<file path="src/rtl/csr_access_ctrl.sv">
// csr_access_ctrl: bank of NUM_CSR control/status registers behind a
// valid/ready request port and a single-entry response register.
// Slot NUM_CSR-1 is a sticky LOCK register: bit i write-protects data slot i.
//
// Ports:
//   clk, rst       clock, asynchronous active-high reset
//   req_valid_i    request present
//   req_ready_o    request can be accepted this cycle
//   req_addr_i     target CSR index
//   req_op_i       00 NONE (read), 01 WRITE, 10 SET, 11 CLEAR
//   req_wdata_i    write data or bit mask
//   rsp_valid_o    response held
//   rsp_ready_i    response consumer ready
//   rsp_rdata_o    pre-update value of the addressed CSR
//   rsp_err_o      request rejected (out of range or locked)
//   csr_we_o       one-cycle pulse per committed write
//   csr_waddr_o    index of the committed write (valid with csr_we_o)
//   csr_q_o        all CSR values, slot i at [i*DATA_W +: DATA_W]
module csr_access_ctrl #(
  parameter int unsigned       NUM_CSR   = 8,
  parameter int unsigned       DATA_W    = 32,
  parameter int unsigned       ADDR_W    = 3,
  parameter logic [DATA_W-1:0] RESET_VAL = '0
) (
  input  logic                      clk,
  input  logic                      rst,
  input  logic                      req_valid_i,
  output logic                      req_ready_o,
  input  logic [ADDR_W-1:0]         req_addr_i,
  input  logic [1:0]                req_op_i,
  input  logic [DATA_W-1:0]         req_wdata_i,
  output logic                      rsp_valid_o,
  input  logic                      rsp_ready_i,
  output logic [DATA_W-1:0]         rsp_rdata_o,
  output logic                      rsp_err_o,
  output logic                      csr_we_o,
  output logic [ADDR_W-1:0]         csr_waddr_o,
  output logic [NUM_CSR*DATA_W-1:0] csr_q_o
);

  localparam int unsigned LOCK_IDX = NUM_CSR - 1;
  localparam int unsigned LOCK_W   = NUM_CSR - 1;

  localparam logic [1:0] OP_NONE  = 2'b00;
  localparam logic [1:0] OP_WRITE = 2'b01;
  localparam logic [1:0] OP_SET   = 2'b10;
  localparam logic [1:0] OP_CLEAR = 2'b11;

  logic [DATA_W-1:0] data_q [LOCK_W];
  logic [LOCK_W-1:0] lock_q;
  logic [DATA_W-1:0] lock_word;

  int unsigned       addr_idx;
  logic              in_range;
  logic              is_lock;
  logic              slot_locked;
  logic [DATA_W-1:0] old_val;
  logic [DATA_W-1:0] wr_val;
  logic              err_nxt;
  logic              accept;
  logic              commit;

  assign req_ready_o = !rsp_valid_o || rsp_ready_i;
  assign accept      = req_valid_i && req_ready_o;

  // LOCK reads back zero-extended; only the low LOCK_W bits exist.
  always_comb begin
    lock_word             = '0;
    lock_word[LOCK_W-1:0] = lock_q;
  end

  // Request decode. The slot search loop avoids indexing the array with an
  // address that may be out of range.
  always_comb begin
    addr_idx    = 32'(req_addr_i);
    in_range    = addr_idx < NUM_CSR;
    is_lock     = addr_idx == LOCK_IDX;
    old_val     = '0;
    slot_locked = 1'b0;
    for (int unsigned i = 0; i < LOCK_W; i++) begin
      if (addr_idx == i) begin
        old_val     = data_q[i];
        slot_locked = lock_q[i];
      end
    end
    if (is_lock) begin
      old_val = lock_word;
    end

    if (!in_range) begin
      err_nxt = 1'b1;
    end else if (req_op_i == OP_NONE) begin
      err_nxt = 1'b0;
    end else if (is_lock) begin
      err_nxt = req_op_i == OP_CLEAR;
    end else begin
      err_nxt = slot_locked;
    end

    case (req_op_i)
      OP_WRITE: wr_val = req_wdata_i;
      OP_SET:   wr_val = old_val | req_wdata_i;
      OP_CLEAR: wr_val = old_val & ~req_wdata_i;
      default:  wr_val = old_val;
    endcase

    commit = accept && !err_nxt && (req_op_i != OP_NONE);
  end

  always_ff @(posedge clk or posedge rst) begin
    if (rst) begin
      for (int unsigned i = 0; i < LOCK_W; i++) begin
        data_q[i] <= RESET_VAL;
      end
      lock_q      <= '0;
      rsp_valid_o <= 1'b0;
      rsp_rdata_o <= '0;
      rsp_err_o   <= 1'b0;
      csr_we_o    <= 1'b0;
      csr_waddr_o <= '0;
    end else begin
      csr_we_o <= commit;

      // A pop and a new accept in the same cycle simply reload the register.
      if (accept) begin
        rsp_valid_o <= 1'b1;
        rsp_rdata_o <= in_range ? old_val : '0;
        rsp_err_o   <= err_nxt;
      end else if (rsp_ready_i) begin
        rsp_valid_o <= 1'b0;
      end

      if (commit) begin
        csr_waddr_o <= req_addr_i;
        if (is_lock) begin
          // CLEAR to LOCK never commits, so WRITE and SET both OR in.
          lock_q <= lock_q | req_wdata_i[LOCK_W-1:0];
        end else begin
          for (int unsigned i = 0; i < LOCK_W; i++) begin
            if (addr_idx == i) begin
              data_q[i] <= wr_val;
            end
          end
        end
      end
    end
  end

  for (genvar g = 0; g < LOCK_W; g++) begin : g_q
    assign csr_q_o[g*DATA_W +: DATA_W] = data_q[g];
  end
  assign csr_q_o[LOCK_IDX*DATA_W +: DATA_W] = lock_word;

endmodule

</file>
<file path="config.mk">
export PLATFORM = sky130hd
export DESIGN_NAME = csr_access_ctrl
export DESIGN_NICKNAME = d
export VERILOG_FILES = /design/src/rtl/csr_access_ctrl.sv
export SDC_FILE = /design/constraint.sdc
export NUM_CORES = 1
export LEC_CHECK = 0
export BUFFER_PORTS_ARGS = -buffer_cell sky130_fd_sc_hd__buf_2
export CORE_MARGIN = 10
export CORE_UTILIZATION = 40
export DETAILED_ROUTE_END_ITERATION = 8
export SYNTH_ARGS = -nofsm -noshare
export SYNTH_HDL_FRONTEND = slang
export SYNTH_SLANG_ARGS = --single-unit
</file>
<file path="constraint.sdc">
create_clock -name clk -period 9.75 [get_ports clk]
set_input_delay 0.975 -clock clk [delete_from_list [all_inputs] [get_ports clk]]
set_output_delay 0.975 -clock clk [all_outputs]
set_load 0.01 [all_outputs]
</file>
==> results.json <==
{
  "cts.htree.levels": 1,
  "post-cts-setup-buffers": 0,
  "p_leak_uw": 0.007896,
  "max_stage_delay_ps": 900,
  "place.gp.congestion": 0.8195,
  "viasPerCell": 5.675,
  "die_h_um": 205.9,
  "yosys-top-cells-count": "dfrtp_1 (269), mux2_2 (148), o21ai_0 (89)",
  "grt_pass1_vias": 11050,
  "drtIter0Drc": 728,
  "worstSetupStartpointType": "primary input",
  "rsz0062_at_grt": "false",
  "criticalPathCategory": "primary input to register",
  "clock_latency_ps": 570,
  "grt_usage": 0.2173,
  "clock_sinks": 269,
  "ys_ff_latch": 269,
  "hold_viol": 0,
  "cts_hold_buf": 0,
  "met1_usage": 0.2843,
  "finalWirelength_mm": 48.03,
  "detailed_place.area_um2": 15600,
  "yosys_warnings": 0,
  "instances_no_fill": 1902,
  "dr.pass1.iters": 5,
  "cpMostUsedCell": "buf_4",
  "arrival_ps": 4910,
  "busiest_layer": "met2",
  "synth_flop_cell": "dfrtp_1",
  "cts_root_buf": "clkbuf_16",
  "core_um2": 34290,
  "syn_area_per_cell_um2": 12.02,
  "vias": 10790,
  "synth_area_um2": 13820,
  "synth_top_area_share": 0.4871,
  "overflow": 0,
  "dp_hpwl_mm": 32.06,
  "start_util": 0.4031,
  "antenna_found_initial": 2,
  "met2_usage": 0.3592,
  "clk_pin_slew_ps": 60,
  "synth_cell_types": 59,
  "end_kind": "register",
  "nets": 1465,
  "drv_slew": 0,
  "cap_violations": 0,
  "synth.yosys.seq_area_share": 0.4871,
  "dieWidth_um": 205.9,
  "tightest_slew_ps": 1029,
  "synth.area.top_cells": "dfrtp_1 (49%), mux2_2 (12%), mux2_4 (6.6%), o21ai_0 (3.2%), mux2i_1 (2.5%)",
  "slowest_stage": "nand2_1",
  "wl_per_cell_um": 25.25,
  "dp_cells": 1847,
  "worst_clock_skew_ps": 25.10,
  "fin_area_um2": 16590,
  "synth-async-reset-ratio": 1.000,
  "min_path_type": "register to register",
  "num_rows": 68,
  "synthMostInstantiatedCell": "dfrtp_1",
  "port_buffers": 310,
  "path_max_fanout": 88,
  "synthCells": 1150,
  "die_area_um2": 42390,
  "cts_made_buffers": 30,
  "setup_violations": 0,
  "clock_path_buffers": 3,
  "outcome": "finished, final reports clean",
  "io_pins": 336,
  "synth_edf_count": 0,
  "fin_crit_ps": 4481,
  "syn2layout_area_growth_pct": 20.03,
  "timing.fmax_ghz": 0.2232,
  "grt_pass1_wl_mm": 71.01,
  "slew_headroom": 0.3143,
  "drive_gt1_frac": 0.4298,
  "min_period_over_period": 0.4596,
  "ir_worst_vdd_uv": 155.5,
  "gr-usage-met3": 0.04295,
  "cp.required_ps": 10180,
  "cts_tree": "done",
  "drc": 0,
  "synth_top_area_cell": "dfrtp_1",
  "pwr_density_cell_nw_per_um2": 262.9,
  "grt_max_degree": 134,
  "crit_chain": "buf_4, nand2_1, a21oi_1, a21oi_2, a211oi_4, buf_4, mux2_2",
  "antenna_left": 0,
  "cts_resized": 0,
  "tns_ps": 0
}
## cell usage in the layout (no fill, tap or decap), types with 18 or more instances in the layout
cell       count
mux2_2       148
mux2_1        26
nor2b_1       29
nand2_1       52
nor2_1        24
mux2_4        61
buf_4         28
dfrtp_1      269
o22ai_1       21
buf_2        307
clkbuf_16     30
o21ai_0       89
a21oi_1       42
nand2b_1      18
mux2i_1       34
conb_1        25
a22oi_1       25
## sequential cells by signal, summed over array words and instances, names as in the netlist
signal	count
rsp_valid_o	1
rsp_rdata_o	32
csr_q_o	224
csr_we_o	1
csr_waddr_o	3
lock_q	7
rsp_err_o	1
## per-stage QoR
step / worst slack, ps / hold slack (ps) / total power, uW / util
2_1_floorplan: 1365 / 516.2 / 2565 / -
3_3_place_gp: 4684 / 452.8 / 3222 / 0.4548
3_5_place_dp: 4596 / 461.0 / 3252 / 0.4548
4_1_cts: 5163 / 474.5 / 4405 / 0.4837
5_1_grt: 5011 / 486.2 / 4593 / 0.4837
6_report: 5269 / 469.5 / 4360 / 0.4838
## report_power, final
| group | switching, uW | internal (uW) |
|---|---|---|
| logic | 728 | 681 |
| clock network | 470 | 671 |
| registers | 332 | 1480 |
## layout make-up
type / instances / area (um^2)
antenna: 2 / 5.005
clock buffer: 44 / 873.3
clock inverter: 9 / 115.1
fill: 3137 / 17700
inverter: 12 / 52.55
multi-input combinational: 776 / 6495
sequential: 269 / 6731
tap: 455 / 569.3
timing repair buffer: 335 / 1747
## worst max-delay path, delay by kind of cell
| kind | cells | cell delay [ps] |
|---|---|---|
| buffers and inverters | 2 | 1180 |
| AO/OA/AOI/OAI | 3 | 1420 |
| AND/OR/NAND/NOR | 1 | 900 |
| multiplexers | 1 | 390 |
## final timing paths
path / cells after the start / slack, ps / end / from
setup reg to reg: 6 / 6830 / csr_q_o[86] / lock_q[0]
hold / removal: 1 / 470 / rsp_rdata_o[10] / rsp_rdata_o[10]
min in group asynchronous: 2 / 570 / csr_q_o[205] / rst
setup / recovery: 7 / 5270 / csr_q_o[86] / req_addr_i[1]
max in group asynchronous: 4 / 6840 / csr_we_o / rst
hold reg to reg: 1 / 470 / rsp_rdata_o[10] / rsp_rdata_o[10]
## metal layers
layer,vias to the layer above,share of wire
li1,4751,-
met1,5514,0.43
met2,452,0.47
met3,74,0.074
met4,2,0.025
met5,-,0.00015
## logic make-up (layout without fill, tap and decap cells)
kind of cell           after synthesis  in the layout  synth area share
AO/OA/AOI/OAI                      277            277            0.1435
XOR/XNOR                             6              6          0.003802
buffers and inverters              129            400           0.05278
flip-flops                         269            269            0.4871
multiplexers                       270            270            0.2343
other                                1             27         0.0002713
AND/OR/NAND/NOR                    198            198           0.07831
Note: power is estimated with default switching activity, not from simulation.
